<file path="config.mk">
export PLATFORM = sky130hd
export DESIGN_NAME = multicycle_control_fsm
export DESIGN_NICKNAME = d
export VERILOG_FILES = /design/src/rtl/mc_ctrl_pkg.sv /design/src/rtl/mc_alu_decoder.sv /design/src/rtl/multicycle_control_fsm.sv
export SDC_FILE = /design/constraint.sdc
export NUM_CORES = 1
export LEC_CHECK = 0
export BUFFER_PORTS_ARGS = -buffer_cell sky130_fd_sc_hd__buf_4
export CAP_MARGIN = 15
export CELL_PAD_IN_SITES_DETAIL_PLACEMENT = 2
export CELL_PAD_IN_SITES_GLOBAL_PLACEMENT = 2
export CORE_ASPECT_RATIO = 1.25
export CORE_UTILIZATION = 29
export DETAILED_ROUTE_END_ITERATION = 6
export GPL_TIMING_DRIVEN = 0
export PLACE_DENSITY_LB_ADDON = 0.1
export SLEW_MARGIN = 40
export SYNTH_ARGS = -nofsm -noshare
export SYNTH_HDL_FRONTEND = slang
export SYNTH_SLANG_ARGS = --single-unit
</file>
<file path="constraint.sdc">
create_clock -name clk -period 3.8 [get_ports clk]
set_input_delay 0 -clock clk [delete_from_list [all_inputs] [get_ports clk]]
set_output_delay 0 -clock clk [all_outputs]
set_load 0.02 [all_outputs]
</file>
<file path="src/rtl/mc_ctrl_pkg.sv">
// Shared definitions for the multi-cycle RV32I sequencing controller:
// FSM state encoding, opcodes, ALU codes and datapath mux encodings.
package mc_ctrl_pkg;

  typedef enum logic [3:0] {
    S_FETCH,
    S_DECODE,
    S_MEMADR,
    S_MEMREAD,
    S_MEMWRITE,
    S_MEMWB,
    S_EXECUTER,
    S_EXECUTEI,
    S_ALUWB,
    S_BRANCH,
    S_JAL,
    S_TRAP
  } mc_state_t;

  localparam logic [6:0] OP_LW     = 7'b0000011;
  localparam logic [6:0] OP_SW     = 7'b0100011;
  localparam logic [6:0] OP_RTYPE  = 7'b0110011;
  localparam logic [6:0] OP_IALU   = 7'b0010011;
  localparam logic [6:0] OP_BRANCH = 7'b1100011;
  localparam logic [6:0] OP_JAL    = 7'b1101111;

  localparam logic [2:0] ALU_ADD = 3'b000;
  localparam logic [2:0] ALU_SUB = 3'b001;
  localparam logic [2:0] ALU_AND = 3'b010;
  localparam logic [2:0] ALU_OR  = 3'b011;
  localparam logic [2:0] ALU_SLT = 3'b101;

  localparam logic [1:0] ALUOP_ADD   = 2'b00;
  localparam logic [1:0] ALUOP_SUB   = 2'b01;
  localparam logic [1:0] ALUOP_FUNCT = 2'b10;

  localparam logic [1:0] RES_ALUOUT    = 2'b00;
  localparam logic [1:0] RES_DATA      = 2'b01;
  localparam logic [1:0] RES_ALURESULT = 2'b10;

  localparam logic [1:0] SRCA_PC    = 2'b00;
  localparam logic [1:0] SRCA_OLDPC = 2'b01;
  localparam logic [1:0] SRCA_RD1   = 2'b10;

  localparam logic [1:0] SRCB_RD2  = 2'b00;
  localparam logic [1:0] SRCB_IMM  = 2'b01;
  localparam logic [1:0] SRCB_FOUR = 2'b10;

  localparam logic [1:0] IMM_I = 2'b00;
  localparam logic [1:0] IMM_S = 2'b01;
  localparam logic [1:0] IMM_B = 2'b10;
  localparam logic [1:0] IMM_J = 2'b11;

  // States whose exit to FETCH completes an instruction
  function automatic logic is_retire_state(input mc_state_t s);
    return (s == S_MEMWB) || (s == S_ALUWB) || (s == S_BRANCH) || (s == S_MEMWRITE);
  endfunction

endpackage

</file>
<file path="src/rtl/mc_alu_decoder.sv">
// ALU operation decoder: the FSM picks add, sub or a funct-field decode.
module mc_alu_decoder
  import mc_ctrl_pkg::*;
(
  input  logic [1:0] aluop,
  input  logic [2:0] funct3,
  input  logic       funct7b5,
  input  logic       op5,
  output logic [2:0] alucontrol
);

  // Map ALUOp plus instruction funct fields onto an ALU control code
  always_comb begin
    alucontrol = ALU_ADD;
    case (aluop)
      ALUOP_SUB: alucontrol = ALU_SUB;
      ALUOP_FUNCT: begin
        case (funct3)
          3'b000:  alucontrol = (op5 && funct7b5) ? ALU_SUB : ALU_ADD;
          3'b010:  alucontrol = ALU_SLT;
          3'b110:  alucontrol = ALU_OR;
          3'b111:  alucontrol = ALU_AND;
          default: alucontrol = ALU_ADD;
        endcase
      end
      default: alucontrol = ALU_ADD;
    endcase
  end

endmodule

</file>
<file path="src/rtl/multicycle_control_fsm.sv">
// Moore sequencing controller for the multi-cycle RV32I core: steps each
// instruction through its states, stalls on mem_ready, counts retirements.
module multicycle_control_fsm
  import mc_ctrl_pkg::*;
#(
  parameter int CNT_W = 32
) (
  input  logic             clk,
  input  logic             rst_n,
  input  logic [31:0]      instr,
  input  logic             zero,
  input  logic             mem_ready,
  output logic             PCWrite,
  output logic             AdrSrc,
  output logic             MemWrite,
  output logic             IRWrite,
  output logic [1:0]       ResultSrc,
  output logic [1:0]       ALUSrcA,
  output logic [1:0]       ALUSrcB,
  output logic [1:0]       ImmSrc,
  output logic             RegWrite,
  output logic [2:0]       ALUControl,
  output logic             illegal,
  output logic [CNT_W-1:0] retired
);

  mc_state_t   state;
  mc_state_t   next_state;
  logic [6:0]  opcode;
  logic [2:0]  funct3;
  logic [1:0]  aluop;
  logic        pcwrite_raw;
  logic        memwrite_raw;
  logic        irwrite_raw;
  logic        regwrite_raw;
  logic        retire;
  logic        unused_instr;

  assign opcode       = instr[6:0];
  assign funct3       = instr[14:12];
  assign unused_instr = ^{instr[31], instr[29:15], instr[11:7]};

  // Enables are held off for the whole reset pulse, not just until the next edge
  assign PCWrite  = pcwrite_raw  & rst_n;
  assign MemWrite = memwrite_raw & rst_n;
  assign IRWrite  = irwrite_raw  & rst_n;
  assign RegWrite = regwrite_raw & rst_n;
  assign illegal  = (state == S_TRAP);

  assign retire = is_retire_state(state) && (next_state == S_FETCH);

  mc_alu_decoder u_alu_decoder (
    .aluop      (aluop),
    .funct3     (funct3),
    .funct7b5   (instr[30]),
    .op5        (instr[5]),
    .alucontrol (ALUControl)
  );

  // State register; reset abandons any instruction in flight
  always_ff @(posedge clk or negedge rst_n) begin
    if (!rst_n) state <= S_FETCH;
    else        state <= next_state;
  end

  // Retired-instruction counter, wraps naturally at its width
  always_ff @(posedge clk or negedge rst_n) begin
    if (!rst_n)      retired <= '0;
    else if (retire) retired <= retired + CNT_W'(1);
  end

  // Next-state logic; opcode is only trusted from DECODE onward
  always_comb begin
    next_state = state;
    case (state)
      S_FETCH:    if (mem_ready) next_state = S_DECODE;
      S_DECODE: begin
        case (opcode)
          OP_LW, OP_SW: next_state = S_MEMADR;
          OP_RTYPE:     next_state = S_EXECUTER;
          OP_IALU:      next_state = S_EXECUTEI;
          OP_BRANCH:    next_state = (funct3[2:1] == 2'b00) ? S_BRANCH : S_TRAP;
          OP_JAL:       next_state = S_JAL;
          default:      next_state = S_TRAP;
        endcase
      end
      S_MEMADR:   next_state = (opcode == OP_LW) ? S_MEMREAD : S_MEMWRITE;
      S_MEMREAD:  if (mem_ready) next_state = S_MEMWB;
      S_MEMWRITE: if (mem_ready) next_state = S_FETCH;
      S_EXECUTER, S_EXECUTEI, S_JAL:   next_state = S_ALUWB;
      S_MEMWB, S_ALUWB, S_BRANCH:      next_state = S_FETCH;
      S_TRAP:     next_state = S_TRAP;
      default:    next_state = S_FETCH;
    endcase
  end

  // Moore output decode for the datapath muxes and raw enables
  always_comb begin
    pcwrite_raw  = 1'b0;
    memwrite_raw = 1'b0;
    irwrite_raw  = 1'b0;
    regwrite_raw = 1'b0;
    AdrSrc       = 1'b0;
    ResultSrc    = RES_ALUOUT;
    ALUSrcA      = SRCA_PC;
    ALUSrcB      = SRCB_RD2;
    ImmSrc       = IMM_I;
    aluop        = ALUOP_ADD;
    case (state)
      S_FETCH: begin
        ALUSrcB     = SRCB_FOUR;
        ResultSrc   = RES_ALURESULT;
        irwrite_raw = mem_ready;
        pcwrite_raw = mem_ready;
      end
      S_DECODE: begin
        ALUSrcA = SRCA_OLDPC;
        ALUSrcB = SRCB_IMM;
        ImmSrc  = IMM_B;
      end
      S_MEMADR: begin
        ALUSrcA = SRCA_RD1;
        ALUSrcB = SRCB_IMM;
        ImmSrc  = (opcode == OP_SW) ? IMM_S : IMM_I;
      end
      S_MEMREAD: begin
        AdrSrc = 1'b1;
      end
      S_MEMWRITE: begin
        AdrSrc       = 1'b1;
        memwrite_raw = mem_ready;
      end
      S_MEMWB: begin
        ResultSrc    = RES_DATA;
        regwrite_raw = 1'b1;
      end
      S_EXECUTER: begin
        ALUSrcA = SRCA_RD1;
        aluop   = ALUOP_FUNCT;
      end
      S_EXECUTEI: begin
        ALUSrcA = SRCA_RD1;
        ALUSrcB = SRCB_IMM;
        aluop   = ALUOP_FUNCT;
      end
      S_ALUWB: begin
        regwrite_raw = 1'b1;
      end
      S_BRANCH: begin
        ALUSrcA     = SRCA_RD1;
        aluop       = ALUOP_SUB;
        pcwrite_raw = zero ^ funct3[0];
      end
      S_JAL: begin
        ALUSrcA     = SRCA_OLDPC;
        ALUSrcB     = SRCB_FOUR;
        ImmSrc      = IMM_J;
        pcwrite_raw = 1'b1;
      end
      default: ;
    endcase
  end

endmodule

</file>
* Yosys cells after proc, flatten, opt, wreduce, memory -nomap -nowiden
Index checks and enable logic that the tools add are counted.
** Operators by class
- $add $sub $neg :: 1
- Eq/ne operators :: 22
- Mux-type cells :: 21
- Bitwise gates (word level) :: 5
- Reductions and logical operators :: 18
** Operator list (count)
- 32-bit by 1-bit adder with 32-bit output, second input constant :: 1
- 4-bit case mux with 7 select lines :: 1
- 4-bit case mux with 5 select lines :: 1
- 4-bit by 3-bit == test with 1-bit output, second input constant :: 4
- 4-bit == test, second input constant :: 4
- 2-bit case mux with 2 select lines :: 4
- 7-bit by 6-bit == test with 1-bit output, second input constant :: 2
- 7-bit == test, second input constant :: 2
- 4-bit two-way mux :: 3
- 3-bit case mux with 4 select lines :: 1
- 2-bit OR reduction :: 6
- 4-bit by 2-bit == test with 1-bit output, second input constant :: 2
- 4-bit logical NOT :: 2
- 7-bit by 2-bit == test with 1-bit output, second input constant :: 1
- 7-bit by 5-bit == test with 1-bit output, second input constant :: 1
- 3-bit == test, second input constant :: 2
- 1-bit two-way mux :: 6
- 2-bit case mux with 3 select lines :: 1
- 3-bit case mux with 2 select lines :: 1
- 3-bit OR reduction :: 2
- 1-bit AND :: 4
- 4-bit by 1-bit == test with 1-bit output, second input constant :: 1
- 4-bit OR reduction :: 1
- 3-bit by 2-bit == test with 1-bit output, second input constant :: 1
- other kinds (10) :: 13
** Word-level totals
- Register bits :: 36
- Input bits :: 36
- Output and inout port bits :: 49
- Word-level logic and storage cells :: 69

* Logic depth before layout (Yosys ltp)
- Depth after elaboration :: 6
- Gate-level depth with buffers :: 8
- Depth with buffers taken out :: 7

* By module
A second synthesis with hierarchy kept.
** Second synthesis, totals
- Cell total of the unflattened synthesis :: 228
- Area, all modules :: 2155.8 um2
** Modules (own cells, without submodules)
- multicycle_control_fsm :: times used 1, cells an instance 217, area an instance 2059.5 um2, seq. area each 900.9 um2
- mc_alu_decoder :: times used 1, cells an instance 11, area an instance 96.3 um2, seq. area each 0.0 um2

* Worst setup path before layout
Ideal clock, no wire load.
- Path kind :: register to register
- Start :: reg retired[0]
- End :: reg retired[30]
- Library setup time :: 0.080 ns
- Arrival :: 1.997 ns
- Data required time :: 3.720 ns
- Path slack :: 1.723 ns
- Stages on the path, launching flop included :: 7
- Clock period less this slack :: 2.077 ns
- Path through :: dfrtp_1 ha_1 nand2_1 or4_4 or4_4 nor2_2 xnor2_1
** Between the ends
- Longest elaborated chain between the ends :: 1
** RTL lines
- from (decl) :: line multicycle_control_fsm.sv:24 : output logic [CNT_W-1:0] retired
- from (signal assigned) :: line multicycle_control_fsm.sv:69 : else if (retire) retired <= retired + CNT_W'(1);
- 32-bit by 1-bit adder with 32-bit output :: line multicycle_control_fsm.sv:69
No other way between the ends.
A chain may end at the register's enable or synchronous reset.

* Final worst setup path
- Start :: reg state[2]
- End :: reg retired[23]
** Between the ends
- Longest elaborated chain between the ends :: 5
** RTL lines
- from (decl) :: line multicycle_control_fsm.sv:27 : mc_state_t state;
- from (signal assigned) :: line multicycle_control_fsm.sv:63 : else state <= next_state;
- 4-bit == test, or another cell as far along :: line multicycle_control_fsm.sv:75 : case (state)
- 3-bit OR reduction or 1-bit logical OR (tied branches) :: line multicycle_control_fsm.sv:75, mc_ctrl_pkg.sv:56
- 4-bit case mux with 7 select lines or 1-bit logical OR (tied branches) :: line multicycle_control_fsm.sv:75, mc_ctrl_pkg.sv:56
- 4-bit logical NOT or 1-bit logical OR (tied branches) :: line multicycle_control_fsm.sv:50, mc_ctrl_pkg.sv:56
- 1-bit logical AND (*) :: line multicycle_control_fsm.sv:50 : assign retire = is_retire_state(state) && (next_state == S_FETCH);
Mark *: on every way between the ends. The rest lies on a longest branch, timed or not.

==> results.md <==
- Max VDD drop: roughly 0.19 mV
- Critical setup path kind: flip-flop to flip-flop
- Via count: about 2,000
- Clock root buffer master: clkbuf_8
- Critical Path AT: around 2600 ps
- Cell with the largest stage delay on the worst path: nor3_1
- Overflow left after global routing: 0
- Worst slew slack as a fraction of its limit: 0.4850
- Row count: 34
- Number of buffers created by CTS: 5
- Setup skew after layout: between 6 and 7 ps
- Net switching power figure: 0.6799 mW
- Clock transition at the registers of the reported paths: roughly 80 ps
- Synthesized instance count: 223
- Total Die Area: 7493 um2
- CP Max Fanout: 10
- Core area: between 6000 and 7000 um2
- Fraction of final layout cells with drive strength greater than 1: 0.2780
- Largest cells by area after synthesis: dfrtp_1, xnor2_1, nand3_1
- Clk_lat worst skew: approximately 290 ps
- Worst min-delay path startpoint: instr[5]
- Total internal power: approximately 0.86 mW
- Crit-path leading delay family: simple AND/OR/NAND/NOR gates
- Launching instance or port of the critical path: state[2]$_DFF_PN0_
- Worst-Margin Slew: approximately 770 ps
- Prevailing post-synth register cell: dfrtp_1
- I/O pins: between 80 and 90
- Final WL: slightly below 6000 um
- Worst Path Buf+Inv: 1
- Wirelength per Cell: ~15 um
- Number of warnings reported in the yosys synthesis log: 0
- Shortest period the worst path allows: around 2400 ps
- Drt initial violations: slightly below 70
- Syn_area_per_cell: 9.297 um2
- Highest achievable clock rate: about 420 MHz
- Chain of cells forming the critical path: or4b_1 > nor2_1 > nor3_1 > clkbuf_1 > nand4_1 > xnor2_1
- Via density: between 5 and 6
- Buffers inserted during post-CTS setup optimization: 0
- Global-route wire length before repair: 9597 um
- Placed cell count: 376
- Via count of the first global-routing pass: around 1,900
- Post-route insts no fill: 385
- Count of input and output buffers: 63
- Post-CTS sizing: 0
- # fillers: between 700 and 800
- Peak per-stage delay on the critical path: around 600 ps
- Initial core utilization: 0.2990
- Die boundary width: 77.63 um
- Count of endpoints failing hold in the final timing report: 0
- Share of flip-flops with an asynchronous set or reset: 1.000
- Final TNS setup: 0 ps
- Part of the power in registers: 0.350
- Net Count, Synth: approximately 260
- Most numerous cell types in the synthesized netlist: dfrtp_1, xnor2_1, nand2_1
- Half-perimeter wire length after detailed placement: about 4300 um
- Maximum Capacitance Violations: 0
- Antenna Violating Nets Remaining: 0
- Post-synth EDFFs: 0
- Buffers from clock root to sink, at most: 2
- Outcome: finished clean
- Final estimated routing congestion in global placement: around 0.7
- Capturing element type of the critical path: flip-flop
- Switching portion of total power: 0.4421
- Critical path data required time: between 3000 and 4000 ps
- Final clock period utilization by the worst path: 0.6313
- Number of sinks handled by clock tree synthesis: 36
- FF-to-FF Start: state[2]$_DFF_PN0_
- Final-stage net count: approximately 330
- Vertical die dimension: 96.53 um
- Relative contribution of combinational cells to total power: 0.479
- Area share of the largest cell type after synthesis: 0.4345
- Flop and latch count out of synthesis: 36
- Area leader, netlist: dfrtp_1
- Number of pins with negative max-slew slack in the final report: 0
- Final core utilization: 0.3975
- Relative contribution of the clock network to total power: 0.171
- Number of antenna violations at the first check in global routing: 0
- RSZ-0062 raised after global routing: no
- Growth of design area from synthesis to finish: 32.95%
- Pwr per Cell Area: roughly 560 nW/um2
- Total global-route track usage: 0.1656
- DR DRC count: 0
- Largest net degree at the start of global routing: 41
- Number of H-tree levels: 2
- Number of detailed-routing iterations run before antenna repair: 4
- Register area share after synthesis: 0.4345
- Type of the most critical hold path: input pin to flip-flop
- Combined area of all synthesized cells: about 2100 um2
- Count leader, synth: dfrtp_1
- Final setup vio count: 0
- Kind of start point of the critical path: flip-flop
- CTS tree: yes
- PnR Total Power: around 1.5 mW
- Number of antenna repair diodes: 0
- Netlist cell types: just over 40
- Static leakage: approximately 1.3 nW
[kinds of logic after synthesis]
kind of cell	count (synthesis)	share of synthesized area
buf+inv	16	0.03500
mux	1	0.005431
flops	36	0.4345
compound gates	14	0.04466
xor+xnor	34	0.1436
simple gates	119	0.3187
fa+ha+maj	3	0.01811
[worst paths after layout]
check                                                to  slack, ps  cells past startpoint
worst max-delay path            retired[23]$_DFFE_PN0P_       1400                      6
worst min-delay path                 state[1]$_DFF_PN0_         50                      4
worst max register to register  retired[23]$_DFFE_PN0P_       1400                      6
worst min register to register  retired[13]$_DFFE_PN0P_        490                      1
max in group asynchronous       retired[17]$_DFFE_PN0P_       3210                      2
min in group asynchronous        retired[9]$_DFFE_PN0P_        220                      2
[power groups by stage]
stage	Combinational (mW)	Sequential [mW]	Clock [mW]
CTS	0.752	0.542	0.273
global route	0.808	0.554	0.284
finish	0.737	0.538	0.263
global placement	0.735	0.546	0
detailed placement	0.746	0.549	0
floorplan	0.396	0.586	0
[final cells by class]
cell class	instances	area (um2)	area share
Clock inverter	1	5.005	0.001816
Multi-Input combinational cell	171	1100	0.3990
Buffer	8	42.54	0.01543
Clock buffer	6	72.57	0.02633
Sequential cell	36	900.9	0.3268
Inverter	8	30.03	0.01089
Timing Repair Buffer	65	493.0	0.1788
Tap cell	90	112.6	0.04085
[tightest hold or removal path, stage by stage]
cell     delay [ps]
buf_4           110
nor2_1           60
nand2_1          80
nand2_1          50
[metrics by stage]
step / hold slack [ps] / setup slack [ps] / cell area [um2]
3_5_place_dp: 14.86 / 1403 / 2659
4_1_cts: 38.98 / 1384 / 2756
3_3_place_gp: 8.361 / 1439 / 2659
5_1_grt: 77.06 / 1224 / 2756
6_report: 47.88 / 1401 / 2756
2_1_floorplan: -295.6 / 1723 / 2073
[layout by cell type (no fill, tap or decap), types with 2 or more instances in the layout]
cell type and instances:
inv_1 7, or4b_1 2, o21ai_0 3, clkbuf_1 5, buf_4 64, or3_1 5, nor3_1 14, or4_4 2
nand4_2 2, nor2_1 18, nor4_2 2, xnor2_1 25, nand4_1 12, nand2_1 24, nor4_1 3, a21oi_1 5
nor3b_1 3, and3_1 6, nand3_1 18, xor2_1 9, dfrtp_1 36, dlygate4sd3_1 2, ha_1 3, clkbuf_8 5
[routing by layer]
layer	track usage	wire length, um	vias to the layer above
li1	-	-	926
met1	0.1913	2517	970
met2	0.3127	3136	42
met3	0.02066	167	4
met4	0.06132	63	0
met5	0	0	-
[sequential cells by signal, indices dropped and copies added, names as in the netlist]
name	count
state	4
retired	32
[repair_timing]
| action | 4_1_cts | 5_1_grt |
|---|---|---|
| hold buffers | 2 | 0 |
| setup endpoints to repair | 0 | 0 |
| hold endpoints to repair | 37 | 0 |
(Power assumes the default switching activity.)
